==> config.mk <==
export PLATFORM = sky130hd
export DESIGN_NAME = dot4_stream_q16_flat
export DESIGN_NICKNAME = d
export VERILOG_FILES = /design/src/rtl/dot4_stream_q16_pkg.sv /design/src/rtl/dot4_stream_q16_if.sv /design/src/rtl/dot4_stream_q16_q_shift_sat.sv /design/src/rtl/dot4_stream_q16.sv /design/src/flat_wrapper.sv
export SDC_FILE = /design/constraint.sdc
export NUM_CORES = 2
export LEC_CHECK = 0
export BUFFER_PORTS_ARGS = -buffer_cell sky130_fd_sc_hd__buf_4
export CAP_MARGIN = 10
export CORE_ASPECT_RATIO = 0.5
export CORE_UTILIZATION = 30
export DETAILED_ROUTE_END_ITERATION = 7
export GPL_TIMING_DRIVEN = 0
export HOLD_SLACK_MARGIN = 0.06
export PLACE_DENSITY_LB_ADDON = 0.12
export REMOVE_ABC_BUFFERS = 1
export SYNTH_ARGS = -nofsm -noshare
export SYNTH_HDL_FRONTEND = slang
export SYNTH_SLANG_ARGS = --single-unit
==> constraint.sdc <==
create_clock -name clock -period 9.1 [get_ports clock]
set_input_delay 1.365 -clock clock [delete_from_list [all_inputs] [get_ports clock]]
set_output_delay 1.365 -clock clock [all_outputs]
set_load 0.005 [all_outputs]
==> src/rtl/dot4_stream_q16_pkg.sv <==
// Shared fixed-point math constants for the Q-format datapath blocks.
package dot4_stream_q16_pkg;

  localparam int unsigned FRAC_BITS_DEF = 16;
  localparam int unsigned Q_W           = 32;
  localparam int unsigned PROD_W        = 64;
  localparam int unsigned ACC_W         = 66;

  localparam logic [Q_W-1:0] Q_ONE = 32'h1 << FRAC_BITS_DEF;
  localparam logic [Q_W-1:0] Q_MAX = 32'h7FFF_FFFF;
  localparam logic [Q_W-1:0] Q_MIN = 32'h8000_0000;

endpackage

==> src/rtl/dot4_stream_q16_if.sv <==
// Operand-pair stream in, dot-product result out.
//   master: element feeder (drives in_valid/in_a/in_b/restart)
//   slave : dot-product responder (drives out_valid/out_result/out_sat/busy)
interface dot4_stream_q16_if;
  import dot4_stream_q16_pkg::*;

  logic                  in_valid;
  logic signed [Q_W-1:0] in_a;
  logic signed [Q_W-1:0] in_b;
  logic                  restart;
  logic                  out_valid;
  logic [Q_W-1:0]        out_result;
  logic                  out_sat;
  logic                  busy;

  modport master (
    output in_valid, in_a, in_b, restart,
    input  out_valid, out_result, out_sat, busy
  );

  modport slave (
    input  in_valid, in_a, in_b, restart,
    output out_valid, out_result, out_sat, busy
  );
endinterface

==> src/rtl/dot4_stream_q16_q_shift_sat.sv <==
// Combinational Q-format narrowing: 66-bit accumulator, arithmetic shift
// right by FRAC_BITS (floor), then clamp to the signed 32-bit range.
//   din  : signed accumulator value
//   dout : shifted and clamped Q result
//   sat  : high when dout was clamped
module dot4_stream_q16_q_shift_sat
  import dot4_stream_q16_pkg::*;
#(
  parameter int unsigned FRAC_BITS = FRAC_BITS_DEF
) (
  input  logic signed [ACC_W-1:0] din,
  output logic [Q_W-1:0]          dout,
  output logic                    sat
);

  logic signed [ACC_W-1:0] shifted_c;
  logic                    fits_c;

  // Value fits in 32 bits when every bit above bit 30 matches the sign.
  always_comb begin
    shifted_c = din >>> FRAC_BITS;
    fits_c    = (&shifted_c[ACC_W-1:Q_W-1]) || (~|shifted_c[ACC_W-1:Q_W-1]);
    sat       = !fits_c;
    dout      = shifted_c[Q_W-1:0];
    if (!fits_c) begin
      dout = shifted_c[ACC_W-1] ? Q_MIN : Q_MAX;
    end
  end

endmodule

==> src/rtl/dot4_stream_q16.sv <==
// Streaming 4-element signed fixed-point dot product.
// Stage 1 registers the full 64-bit product with group tags, stage 2
// accumulates in 66 bits and emits a saturated result on the 4th element.
//   clock, reset : rising-edge clock, synchronous active-low reset
//   bus (slave)  : in_valid/in_a/in_b/restart in,
//                  out_valid/out_result/out_sat/busy out
module dot4_stream_q16
  import dot4_stream_q16_pkg::*;
#(
  parameter int unsigned FRAC_BITS = FRAC_BITS_DEF
) (
  input logic              clock,
  input logic              reset,
  dot4_stream_q16_if.slave bus
);

  logic [1:0]               idx;
  logic signed [PROD_W-1:0] prod;
  logic                     p_valid;
  logic                     p_first;
  logic                     p_last;
  logic signed [ACC_W-1:0]  acc;
  logic signed [ACC_W-1:0]  acc_next_c;
  logic [Q_W-1:0]           sat_res_c;
  logic                     sat_flag_c;

  // Stage 1: multiply and tag group position; restart re-bases the group.
  always_ff @(posedge clock) begin
    if (!reset) begin
      idx     <= 2'd0;
      prod    <= '0;
      p_valid <= 1'b0;
      p_first <= 1'b0;
      p_last  <= 1'b0;
    end else begin
      p_valid <= bus.in_valid;
      if (bus.in_valid) begin
        prod    <= PROD_W'(bus.in_a) * PROD_W'(bus.in_b);
        p_first <= bus.restart || (idx == 2'd0);
        p_last  <= !bus.restart && (idx == 2'd3);
      end
      if (bus.restart) begin
        idx <= bus.in_valid ? 2'd1 : 2'd0;
      end else if (bus.in_valid) begin
        idx <= idx + 2'd1;
      end
    end
  end

  // First element of a group overwrites the accumulator.
  always_comb begin
    acc_next_c = p_first ? ACC_W'(prod) : acc + ACC_W'(prod);
  end

  dot4_stream_q16_q_shift_sat #(
    .FRAC_BITS (FRAC_BITS)
  ) u_shift_sat (
    .din  (acc_next_c),
    .dout (sat_res_c),
    .sat  (sat_flag_c)
  );

  // Stage 2: accumulate and publish on the last element.
  always_ff @(posedge clock) begin
    if (!reset) begin
      acc            <= '0;
      bus.out_valid  <= 1'b0;
      bus.out_result <= '0;
      bus.out_sat    <= 1'b0;
    end else begin
      bus.out_valid <= 1'b0;
      if (p_valid) begin
        acc <= acc_next_c;
        if (p_last) begin
          bus.out_result <= sat_res_c;
          bus.out_sat    <= sat_flag_c;
          bus.out_valid  <= 1'b1;
        end
      end
    end
  end

  // A pending stage-2 output write is always carried by p_valid.
  assign bus.busy = (idx != 2'd0) || p_valid;

endmodule
==> src/flat_wrapper.sv <==
// flat-port wrapper written by rule: the top's interface ports become plain ports
module dot4_stream_q16_flat import dot4_stream_q16_pkg::*;
#(
  parameter int unsigned FRAC_BITS = FRAC_BITS_DEF
)
  (clock, reset, bus_in_valid, bus_in_a, bus_in_b, bus_restart, bus_out_valid, bus_out_result, bus_out_sat, bus_busy);
  dot4_stream_q16_if bus_i ();
  input logic clock;
  input logic reset;
  input wire logic [$bits(bus_i.in_valid)-1:0] bus_in_valid;
  input wire logic [$bits(bus_i.in_a)-1:0] bus_in_a;
  input wire logic [$bits(bus_i.in_b)-1:0] bus_in_b;
  input wire logic [$bits(bus_i.restart)-1:0] bus_restart;
  output wire logic [$bits(bus_i.out_valid)-1:0] bus_out_valid;
  output wire logic [$bits(bus_i.out_result)-1:0] bus_out_result;
  output wire logic [$bits(bus_i.out_sat)-1:0] bus_out_sat;
  output wire logic [$bits(bus_i.busy)-1:0] bus_busy;
  assign bus_i.in_valid = bus_in_valid;
  assign bus_i.in_a = bus_in_a;
  assign bus_i.in_b = bus_in_b;
  assign bus_i.restart = bus_restart;
  assign bus_out_valid = bus_i.out_valid;
  assign bus_out_result = bus_i.out_result;
  assign bus_out_sat = bus_i.out_sat;
  assign bus_busy = bus_i.busy;
  dot4_stream_q16 #(.FRAC_BITS(FRAC_BITS)) u_core (.clock(clock), .reset(reset), .bus(bus_i));
endmodule
Yosys cells after proc, flatten, opt, wreduce, memory -nomap -nowiden
Cells that the tools add are included.
- bits in registers: 169
- bits of input ports: 68
- $add $sub $neg: 2
- multiply operators: 1
- equal/unequal tests: 1
- multiplexer cells: 7
- reduce and logical (&&, ||, !) cells: 14
- operator list (operator ; number):
    66-bit by 64-bit adder with 66-bit output ; 1
    66-bit 2-to-1 mux ; 1
    32-bit by 32-bit multiplier with 64-bit output ; 1
    32-bit 2-to-1 mux ; 2
    19-bit AND reduction ; 1
    19-bit OR reduction ; 1
    2-bit 2-to-1 mux ; 2
    2-bit AND reduction ; 2
    2-bit nonzero test ; 2
    1-bit zero test ; 3
    1-bit logical OR ; 3
    2-bit by 1-bit adder with 2-bit output, second input constant ; 1
    2-bit == test, second input constant ; 1
    2-bit zero test ; 1
    1-bit 2-to-1 mux ; 2
    1-bit logical AND ; 1

Logic depth before layout (Yosys ltp)
- depth after elaboration: 6
- gate-level depth with buffers: 34

By module
From an unflattened synthesis, not the netlist that was laid out.
- cells, all modules: 5293
- area, all modules: 47127.7 sq um
- by module, submodules not included (module ; instances ; cells an instance ; area each (sq um) ; sequential area each (sq um)):
    dot4_stream_q16 ; 1 ; 5239 ; 46671.0 ; 3383.2
    dot4_stream_q16_q_shift_sat ; 1 ; 54 ; 456.7 ; 0.0

Worst setup path before layout
Ideal clock, no wire load.
- path kind: input-to-reg
- start point: in bus_in_a[31]
- end point: reg u_core.prod[63]
- arrival time: 9.141 ns
- path slack: -0.168 ns
- stages on the path: 29
- path buffers: 2
- path through: clkbuf_1 -> nand2_1 -> inv_1 -> fa_1 -> inv_1 -> fa_1 -> fa_1 -> inv_1 -> fa_1 -> inv_1 -> fa_1 -> inv_1 -> fa_1 -> fa_1 -> fa_1 -> ha_1 -> clkbuf_1 -> o2111ai_1 -> nor2_1 -> a221oi_1 -> o21ai_0 -> a41o_1 -> a41oi_1 -> o221a_2 -> o21ai_1 -> a221oi_1 -> xnor2_1 -> mux2i_1 -> nor2_1
- longest elaborated chain between the ends: 1
- ends and longest elaborated chain (item ; line ; source):
    from (decl) ; flat_wrapper.sv:11 ; input wire logic [$bits(bus_i.in_a)-1:0] bus_in_a;
    32-bit by 32-bit multiplier with 64-bit output ; dot4_stream_q16.sv:38 ; prod <= PROD_W'(bus.in_a) * PROD_W'(bus.in_b);
    to (signal assigned) ; dot4_stream_q16.sv:38 ;
    to (decl) ; dot4_stream_q16.sv:18 ; logic signed [PROD_W-1:0] prod;
No other way between the ends.
A chain may end at the register's enable or synchronous reset.

Final worst setup path
- start point: in bus_in_b[13]
- end point: reg u_core.prod[60]
- longest elaborated chain between the ends: 1
- ends and longest elaborated chain (item ; line ; source):
    from (decl) ; flat_wrapper.sv:12 ; input wire logic [$bits(bus_i.in_b)-1:0] bus_in_b;
    32-bit by 32-bit multiplier with 64-bit output ; dot4_stream_q16.sv:38 ;
No other way between the ends.

==> results_dict.tcl <==
set metrics [dict create \
    reg2reg_depth 15 \
    routedWlPerCell_um 18.0 \
    hold_path_depth 2 \
    clockBufferDepth 3 \
    synth_edf_count 0 \
    die_w_um 560 \
    cp_max_fo 32 \
    yosys-top-cells-area "fa_1, inv_1, dfxtp_1" \
    ys.flop_type "dfxtp_1" \
    path_common_cell "fa_1" \
    io_pins 103 \
    dp_slack_ns -1.75 \
    cts_tree "yes" \
    post-route-util_pct 33.2 \
    finalNonFillerCells 7162 \
    fin_ws_ns 0.261 \
    clock.fmax_mhz 113 \
    syn_area_um2 46600 \
    grt_max_degree 69 \
    area_growth_pct 8.93 \
    coreArea_um2 153000 \
    async_reset_ff_share_pct 0 \
    status "finished, violations left" \
    grt_overflow 0 \
    vias 33908 \
    ant_nets 0 \
    worstSetupStartpointType "input port" \
    syn_inst 5223 \
    clk_latency_ns 0.50 \
    grt_usage_pct 16.9 \
    yosysMostFrequentCell "fa_1" \
    nNetsFinal 6498 \
    routabilityCongestion 0.842 \
    whs_endpoint "u_core.bus.out_sat$_SDFFE_PN0P_" \
    drv_slew 0 \
    die_h_um 281 \
    min_path_type "register to register" \
    drive_gt1_share_pct 4.88 \
    cpPeakStageDelay_ns 0.58 \
    nFillCells 15940 \
    violations "DRC" \
    end_kind "register" \
    worstReg2RegStart "u_core.prod[2]$_SDFFE_PN0P_" \
    hold_path_startpoint "u_core.bus.out_sat$_SDFFE_PN0P_" \
    port_buffers 102 \
    critical_path_class "input port to register" \
    cp_slowest_cell "fa_1" \
    synth_top_area_cell "fa_1" \
    multi_input_area_um2 38600 \
    slew_headroom_pct 24.6 \
    rr_endpoint "u_core.bus.out_result[2]$_SDFFE_PN0P_" \
    rows 101 \
    layout_min_cycle_time_ns 8.84 \
    drt_first_pass_iters 7 \
    grt_pass1_vias 36827 \
    start_util_pct 30.5 \
    crit_required_ns 9.48 \
    skew_ns 0.0189 \
    seqCellArea_um2 3390 \
    cts_htree_levels 4 \
    synth_top_area_share_pct 46.5 \
    wl_um 129000 \
    ys_seq_elements 169 \
    worst_pin_slew_ns 1.13 \
    dp_hpwl_um 106000 \
    drtIter0Drc 1505 \
    synthTopCellsByCount "fa_1, inv_1, nand2_1" \
    clock_tree.root_cell "clkbuf_16" \
    ys_types 81 \
    drc 2 \
    yosysWarnings 0 \
    setup_viol 0 \
    numPlacedInstances 7112 \
    vias_per_cell 4.73 \
    hold_violations 0 \
    avgSynthCellArea_um2 8.93 \
    cts.sinks 169 \
    maxCapViolations 0 \
    path_clk_slew_ns 0.06 \
    fin_crit_sh_pct 97.1 \
    cts_made_buffers 25 \
    grt_pass1_wl_um 209000 \
    antenna_found_initial 2 \
    die-area_um2 157000 \
    rrSetupSlack_ns 3.11 \
    yosysSeqAreaShare_pct 7.26 \
    arrival_ns 9.22 \
]
## state kept, by name, indices dropped and copies added, names as in the netlist, 2 cells and up
name                   flops
u_core.idx                 2
u_core.acc                66
u_core.prod               64
u_core.bus.out_result     32
## routing by layer
| metal | share of wire [%] | wire length [um] | track usage (%) |
|---|---|---|---|
| met3 | 2.7 | 3440 | 1.35 |
| met1 | 47 | 60800 | 23.6 |
| met5 | 0 | 0 | 0 |
| met2 | 49 | 62700 | 29.1 |
| met4 | 1.4 | 1740 | 2.36 |
## worst max path at each step
stage                  from                           end  slack (ns)  cells after the start
6_report       bus_in_b[13]  u_core.prod[60]$_SDFFE_PN0P_        0.26                     29
5_1_grt         bus_in_b[8]  u_core.prod[60]$_SDFFE_PN0P_       -0.03                     29
4_1_cts        bus_in_a[13]  u_core.prod[61]$_SDFFE_PN0P_        0.04                     30
3_5_place_dp   bus_in_b[31]  u_core.prod[60]$_SDFFE_PN0P_       -1.75                     26
3_3_place_gp   bus_in_b[31]  u_core.prod[58]$_SDFFE_PN0P_       -1.81                     26
2_1_floorplan  bus_in_a[31]  u_core.prod[63]$_SDFFE_PN0P_        0.03                     27
## critical path, delay by kind of cell
family / cells / cell delay [ns]
fa+ha+maj: 9 / 4.39
simple gates: 7 / 1.61
compound gates: 7 / 1.23
buf+inv: 5 / 0.39
xor+xnor: 1 / 0.17
## repair_timing
| action | CTS | global route |
|---|---|---|
| gates cloned | 1 | 0 |
| setup endpoints to repair | 21 | 12 |
| endpoints found under the hold margin | 0 | 0 |
| hold buffers | 0 | 0 |
| pin swaps | 6 | 34 |
| buffers inserted | 7 | 9 |
| gates resized for setup | 85 | 132 |
## cell type report
cell class / instances / area share [%]
Clock buffer: 28 / 1.29
Timing Repair Buffer: 121 / 2.94
Timing Repair inverter: 1 / 0.0148
Multi-Input combinational cell: 3731 / 76.1
Tap cell: 2060 / 5.08
Sequential cell: 169 / 6.68
Inverter: 1047 / 7.76
Antenna cell: 1 / 0.00493
Clock inverter: 4 / 0.143
## through the flow
step | hold slack, ns | setup TNS, ns | instance area [um2]
after floorplan | 0.451 | 0 | 45600
after global placement | 0.447 | -37.91 | 48900
after detailed placement | 0.452 | -28.86 | 49000
after CTS | 0.462 | 0 | 50100
after global routing | 0.481 | -0.0341 | 50800
final | 0.459 | 0 | 50800
## cells in the final DEF (no fill, tap or decap), types with 66 or more instances in the layout
master / netlist / routed
a211oi_1: 69 / 67
and2_1: 531 / 523
inv_1: 1045 / 1040
xnor2_1: 75 / 74
fa_1: 1083 / 1070
ha_1: 251 / 241
a21o_1: 66 / 66
nor2_1: 235 / 235
nand2_1: 630 / 628
a21oi_1: 184 / 180
o21ai_0: 132 / 130
dfxtp_1: 169 / 167
## cell families after synthesis
logic type / count (synthesis) / share of synthesized area (%)
multiplexers: 64 / 1.38
XOR/XNOR: 117 / 2.21
AND/OR/NAND/NOR: 1611 / 16.9
adder cells (fa/ha/maj): 1334 / 53.2
buffers and inverters: 1323 / 10.7
AO/OA/AOI/OAI: 605 / 8.27
flip-flops: 169 / 7.26
Power is not shown: default switching activity piles up to over one toggle a cycle in this logic, so the estimate is an artifact.
